--- src/rtl/attack_arbiter.sv ---
// Two-player attack arbiter: grants one attack window at a time, applies damage at window end.
// Optional ATTACK_ARBITER_QUEUE_EN latches the defender's request during a window and grants it back-to-back.
module attack_arbiter #(
  parameter int unsigned ATTACK_CYCLES = 33_300_000,
  parameter int unsigned DAMAGE        = 10,
  parameter int unsigned MAX_HEALTH    = 100
) (
  input  logic       clk,
  input  logic       rst_l,
  input  logic       p1_attack_req,
  input  logic       p2_attack_req,
  input  logic       in_range,
  input  logic       p1_crouch,
  input  logic       p2_crouch,
  output logic       p1_attack_grant,
  output logic       p2_attack_grant,
  output logic [6:0] p1_health,
  output logic [6:0] p2_health,
  output logic       busy,
  output logic       game_over,
  output logic       winner
);

  typedef enum logic [1:0] {IDLE, ACTIVE, OVER} state_t;

  localparam logic [25:0] LAST_CNT = 26'(ATTACK_CYCLES);
  localparam logic [6:0]  DMG      = 7'(DAMAGE);
  localparam logic [6:0]  HMAX     = 7'(MAX_HEALTH);

  state_t      state;
  logic [25:0] cnt;
  logic        attacker;   // 0 = player 1, 1 = player 2
  logic        prio_p2;    // player 2 wins the next tie
  logic        pick_p2;
  logic        hit;
  logic        last_cycle;
  logic [6:0]  def_health;
  logic [6:0]  def_next;

`ifdef ATTACK_ARBITER_QUEUE_EN
  logic p1_req_d;
  logic p2_req_d;
  logic pending;
  logic other_rise;
`endif

  always_comb begin
    pick_p2    = p2_attack_req & (~p1_attack_req | prio_p2);
    last_cycle = (cnt == LAST_CNT);
    def_health = attacker ? p1_health : p2_health;
    hit        = in_range & ~(attacker ? p1_crouch : p2_crouch);
    def_next   = def_health;
    if (hit) def_next = (def_health > DMG) ? def_health - DMG : '0;
`ifdef ATTACK_ARBITER_QUEUE_EN
    other_rise = attacker ? (p1_attack_req & ~p1_req_d) : (p2_attack_req & ~p2_req_d);
`endif
  end

  always_ff @(posedge clk or negedge rst_l) begin
    if (!rst_l) begin
      state           <= IDLE;
      cnt             <= '0;
      attacker        <= 1'b0;
      prio_p2         <= 1'b0;
      p1_attack_grant <= 1'b0;
      p2_attack_grant <= 1'b0;
      p1_health       <= HMAX;
      p2_health       <= HMAX;
      busy            <= 1'b0;
      game_over       <= 1'b0;
      winner          <= 1'b0;
`ifdef ATTACK_ARBITER_QUEUE_EN
      p1_req_d        <= 1'b0;
      p2_req_d        <= 1'b0;
      pending         <= 1'b0;
`endif
    end else begin
      p1_attack_grant <= 1'b0;
      p2_attack_grant <= 1'b0;
`ifdef ATTACK_ARBITER_QUEUE_EN
      p1_req_d        <= p1_attack_req;
      p2_req_d        <= p2_attack_req;
`endif
      case (state)
        IDLE: begin
          busy <= 1'b0;
          if (p1_attack_req | p2_attack_req) begin
            p1_attack_grant <= ~pick_p2;
            p2_attack_grant <= pick_p2;
            attacker        <= pick_p2;
            prio_p2         <= ~pick_p2;
            cnt             <= '0;
            state           <= ACTIVE;
          end
        end
        ACTIVE: begin
          if (!last_cycle) begin
            cnt  <= cnt + 26'd1;
            busy <= 1'b1;
`ifdef ATTACK_ARBITER_QUEUE_EN
            pending <= pending | other_rise;
`endif
          end else begin
            busy <= 1'b0;
            if (attacker) p1_health <= def_next;
            else          p2_health <= def_next;
            if (def_next == '0) begin
              state     <= OVER;
              game_over <= 1'b1;
              winner    <= attacker;
`ifdef ATTACK_ARBITER_QUEUE_EN
              pending   <= 1'b0;
`endif
            end
`ifdef ATTACK_ARBITER_QUEUE_EN
            // A pending defender request restarts the window without visiting IDLE.
            else if (pending | other_rise) begin
              p1_attack_grant <= attacker;
              p2_attack_grant <= ~attacker;
              attacker        <= ~attacker;
              prio_p2         <= attacker;
              cnt             <= '0;
              pending         <= 1'b0;
            end
`endif
            else begin
              state <= IDLE;
            end
          end
        end
        OVER: begin
          busy <= 1'b0;
        end
        default: begin
          state <= IDLE;
          busy  <= 1'b0;
        end
      endcase
    end
  end

endmodule
--- config.mk ---
export PLATFORM = sky130hd
export DESIGN_NAME = attack_arbiter
export DESIGN_NICKNAME = d
export VERILOG_FILES = /design/src/rtl/attack_arbiter.sv
export SDC_FILE = /design/constraint.sdc
export NUM_CORES = 1
export LEC_CHECK = 0
export BUFFER_PORTS_ARGS = -buffer_cell sky130_fd_sc_hd__buf_4
export CORE_UTILIZATION = 35
export CTS_CLUSTER_DIAMETER = 30
export DETAILED_ROUTE_END_ITERATION = 6
export HOLD_SLACK_MARGIN = 0.08
export SLEW_MARGIN = 40
export SYNTH_ARGS = -nofsm -noshare
export SYNTH_HDL_FRONTEND = slang
export SYNTH_SLANG_ARGS = --single-unit
export TNS_END_PERCENT = 100
--- constraint.sdc ---
create_clock -name clk -period 8.4 [get_ports clk]
set_input_delay 2.52 -clock clk [delete_from_list [all_inputs] [get_ports clk]]
set_output_delay 2.52 -clock clk [all_outputs]
set_load 0.05 [all_outputs]
# Word-level counts from Yosys, hierarchy flattened
# Index checks and enable logic that the tools add are counted.
[totals] ff_bits=49 latchBits=0 ram_bits=0 mem_bits_ro=0 input_bits=7 out_inout_bits=19 mem_count=0
[op_classes] n_addsub=2 mul=0 div_mod_pow=0 n_lt_le_gt_ge=1 eq_ne=6 shifts=0 muxes=17 bitwise=9 n_reduce_logical=9
[op_table] operator="$mux 26" n=2
[op_table] operator="$pmux 26 s2" n=1
[op_table] operator="$add 26x1->26 const B" n=1
[op_table] operator="$eq 26x25->1 const B" n=1
[op_table] operator="$mux 7" n=3
[op_table] operator="$reduce_and 3->1" n=5
[op_table] operator="$gt 7x4->1 const B" n=1
[op_table] operator="$logic_not 7->1" n=1
[op_table] operator="$mux 1" n=7
[op_table] operator="$sub 7x4->7 const B" n=1
[op_table] operator="$mux 2" n=3
[op_table] operator="$ne 2x2->1 const B" n=3
[op_table] operator="$pmux 2 s3" n=1
[op_table] operator="$not 1->1" n=5
[op_table] operator="$and 1x1->1" n=2
[op_table] operator="$eq 2x1->1 const B" n=1
[op_table] operator="$eq 2x2->1 const B" n=1
[op_table] operator="$logic_not 2->1" n=1
[op_table] operator="$or 1x1->1" n=2
[op_table] operator="$reduce_and 2->1" n=1
[op_table] operator="$reduce_bool 2->1" n=1

# Logic depth before layout (Yosys ltp)
[depth] depth_word=8 ltp_mapped=10

# Worst setup path after synthesis
# No wires, ideal clock.
[synth_timing] kind="input -> register" start="input p1_crouch" end="register winner" setup_time_ns=0.088 arrival_ns=3.992 required_time_ns=8.312 path_slack_ns=4.320 path_stages=6 path_cell_list="mux2_2 -> nand2b_1 -> nor4_1 -> o22ai_1 -> or3_1 -> o211ai_1"
[synth_between] elab_chain_cells=6
[synth_lines] item="start, declared" line="13" source="input logic p1_crouch,"
[synth_lines] item="$mux 1" line="51" source="hit = in_range & ~(attacker ? p1_crouch : p2_crouch);"
[synth_lines] item="$not 1->1" line="51"
[synth_lines] item="$and 1x1->1" line="51"
[synth_lines] item="$mux 7" line="53" source="if (hit) def_next = (def_health > DMG) ? def_health - DMG : '0;"
[synth_lines] item="$logic_not 7->1" line="107" source="if (def_next == '0) begin"
[synth_lines] item="$reduce_and 3->1 (no source line)"
[synth_lines] item="end signal, assigned" line="110" source="winner <= attacker;"
[synth_lines] item="end, declared" line="21" source="output logic winner"
# Every way passes these cells.
# A chain may end at the register's enable or synchronous reset.

# Final worst setup path
# Same ends and word-level chain as after synthesis.

==> impl_results.md <==
- Status: complete, no violations
- IO Pins: 26
- Layout cells sized above 1: 17.6%
- Peak Freq: 0.246 GHz
- Starting density of the core: 37.0%
- Async SR Flop Fraction: 100%
- Reg2reg setup slack: 5.62 ns
- PortBufs: 25
- Die width: 90.4 um
- DRT iter0 DRCs: 113
- RSZ-0062 raised after global routing: no
- Mean Syn Cell Area: 9.31 sq um
- H-tree depth: 2
- Core Footprint: 7410 sq um
- P&R area growth vs syn: 13.8%
- FILL cells: 722
- Hold Path Stages: 1
- Total global-route track usage: 15.1%
- Yosys top cell area share: 39.3%
- Synth warn: 0
- Crit. End Element: flip-flop
- Arrival time at the worst endpoint: 4.29 ns
- Post-CTS Setup Bufs: 0
- Post-synthesis register bit count: 49
- GR peak layer: met2
- Top post-synthesis cells by area: dfrtp_1, dfstp_2, nor2_1
- LEAKAGE: 1.27 nW
- Worst-path clk slew: 0.09 ns
- Critical-path maximum fanout: 6
- Post-route DRC: 0
- Setup TNS: 0 ns
- CTS resizes: 0
- # setup viols final: 0
- TritonRoute pass-1 iters: 4
- Placer Congestion: 0.864
- Worst Setup EP: winner
- Total Power: 569 uW
- Power per Cell Area: 183 nW/um^2
- Syn nets: 304
- GR Util met2: 23.1%
- Storage cell area: 1230 sq um
- Crit path from: p1_crouch
- Initial antenna violation count: 0
- Cts bufs inserted: 5
- Wire length per cell: 13.8 um
- Vias per cell: 5.21
- Area leader, netlist: dfrtp_1
- Number of core rows: 31
- Dpl ws: 4.02 ns
- Max-slew violations: 0
- Worst r2r src: attacker
- Worst skew pair latency: 0.30 ns
- Die H: 90.4 um
- Classification of the worst setup path: input pin to flip-flop
- Dpl hpwl: 4070 um
- Crit path cell chain: buf_4 > mux2_2 > nand2b_1 > nor4_1 > o22ai_1 > or3_1 > o211ai_1
- Final WS setup: 4.33 ns
- Final ANT Viol Nets: 0
- First-pass GRT wire length: 9960 um
- Max-Cap Viols: 0
- CP Buf/Inv Count: 1
- Clock Tree Buf Depth: 2
- Clock sinks: 49
- Synth cell types: 52
- Fin crit share: 48.5%
- Slew HR: 49.8%
- Crit path launch type: input pin
- Max incr delay on CP: 0.41 ns
- Pin count of the biggest net entering global routing: 50
- Maximum VDD drop: 0.0000739 V
- Number of synthesized flops with an enable pin: 0
- Crit path depth: 7
- Diodes inserted: 0
- Overall routed net length: 5770 um
- Syn Std Cell Area: 2740 sq um
- Slew @ Worst Pin: 0.752 ns
- Mapped Cells: 294
- Grt total ovfl: 0
- CP max stage cell: nor4_1
- Die area: 8180 sq um
- Grt met1 use: 21.1%
- NumNets Final: 328
- Sequential share of the synthesized area: 45.1%
- Design area: 3110 sq um
- Area after DPL: 3020 sq um
- Worst Path Required: 8.62 ns
- Number of global-route vias before repair: 2012
- Hold buffers post-CTS: 0
- Root buffer cell: clkbuf_8
- Reg2Reg Depth: 7
- Area of the multi-input gates: 1430 sq um
- CTS tree: built
- Most used DFF post-synth: dfrtp_1
- Vias: 2176
- Met3 usage: 2.95%
- R2r endpoint: winner
- Hold Crit Class: flip-flop to flip-flop
- Kind of cell adding the most delay to the critical path: simple AND/OR/NAND/NOR gates
- Fin. Hold Viols: 0
- Most frequent cells in the layout: nor2_1, dfrtp_1, buf_4, nand2_1, xnor2_1
- Clk_skew: 0.00941 ns
- Final period demand of the worst path: 4.07 ns
==> how the worst min path moves through the flow <==
| stage | startpoint | to | slack (ns) |
|---|---|---|---|
| after floorplan | prio_p2 | prio_p2 | 0.44 |
| after global routing | prio_p2 | prio_p2 | 0.49 |
| after CTS | prio_p2 | prio_p2 | 0.49 |
| after global placement | prio_p2 | prio_p2 | 0.46 |
| after detailed placement | prio_p2 | prio_p2 | 0.47 |
| final | prio_p2 | prio_p2 | 0.48 |
==> per-layer routing <==
layer | vias up | part of all wire, %
li1 | 1102 | -
met1 | 1028 | 51
met2 | 36 | 44
met3 | 10 | 2.7
met4 | 0 | 2.0
met5 | - | 0
==> synthesized netlist by cell type (all sizes together) (6+ instances only) <==
library cell and number:
a21oi 10, dfrtp 43, dfstp 6, inv 13
mux2 9, nand2 22, nand2b 6, nand3 10
nand4 7, nor2 43, nor3 14, o21ai 14
or3 6, xnor2 17
==> logic make-up after synthesis <==
| group | synth area share [%] |
|---|---|
| mux | 5.53 |
| flops | 45.1 |
| fa+ha+maj | 1.37 |
| buf+inv | 2.92 |
| xor+xnor | 7.04 |
| compound gates | 13.7 |
| simple gates | 24.4 |
==> state kept, by name, indices dropped and copies added, names as in the netlist <==
name,cells
game_over,1
p1_health,7
p2_health,7
busy,1
winner,1
attacker,1
state,2
prio_p2,1
cnt,26
p1_attack_grant,1
p2_attack_grant,1
==> area by class of cell <==
cell class                 count  share of cell area [%]
clock inverter                 1                   0.241
multi-input combinational    224                    45.8
inverter                      13                    1.57
tap                           99                    3.98
sequential                    49                    39.7
clock buffer                   7                    2.77
timing repair buffer          25                    6.03
==> metrics by stage <==
step	hold slack (ns)	cells	utilization, %
floorplan	0.444	294	-
global placement	0.456	410	40.7
detailed placement	0.465	410	40.8
CTS	0.486	418	42.0
global route	0.494	418	42.0
finish	0.477	418	42.0
==> report_power, final <==
group | switching [mW] | internal [mW]
clock network | 0.0786 | 0.0670
logic | 0.0709 | 0.0527
registers | 0.0401 | 0.260
Power figures use the tool's default switching activity.
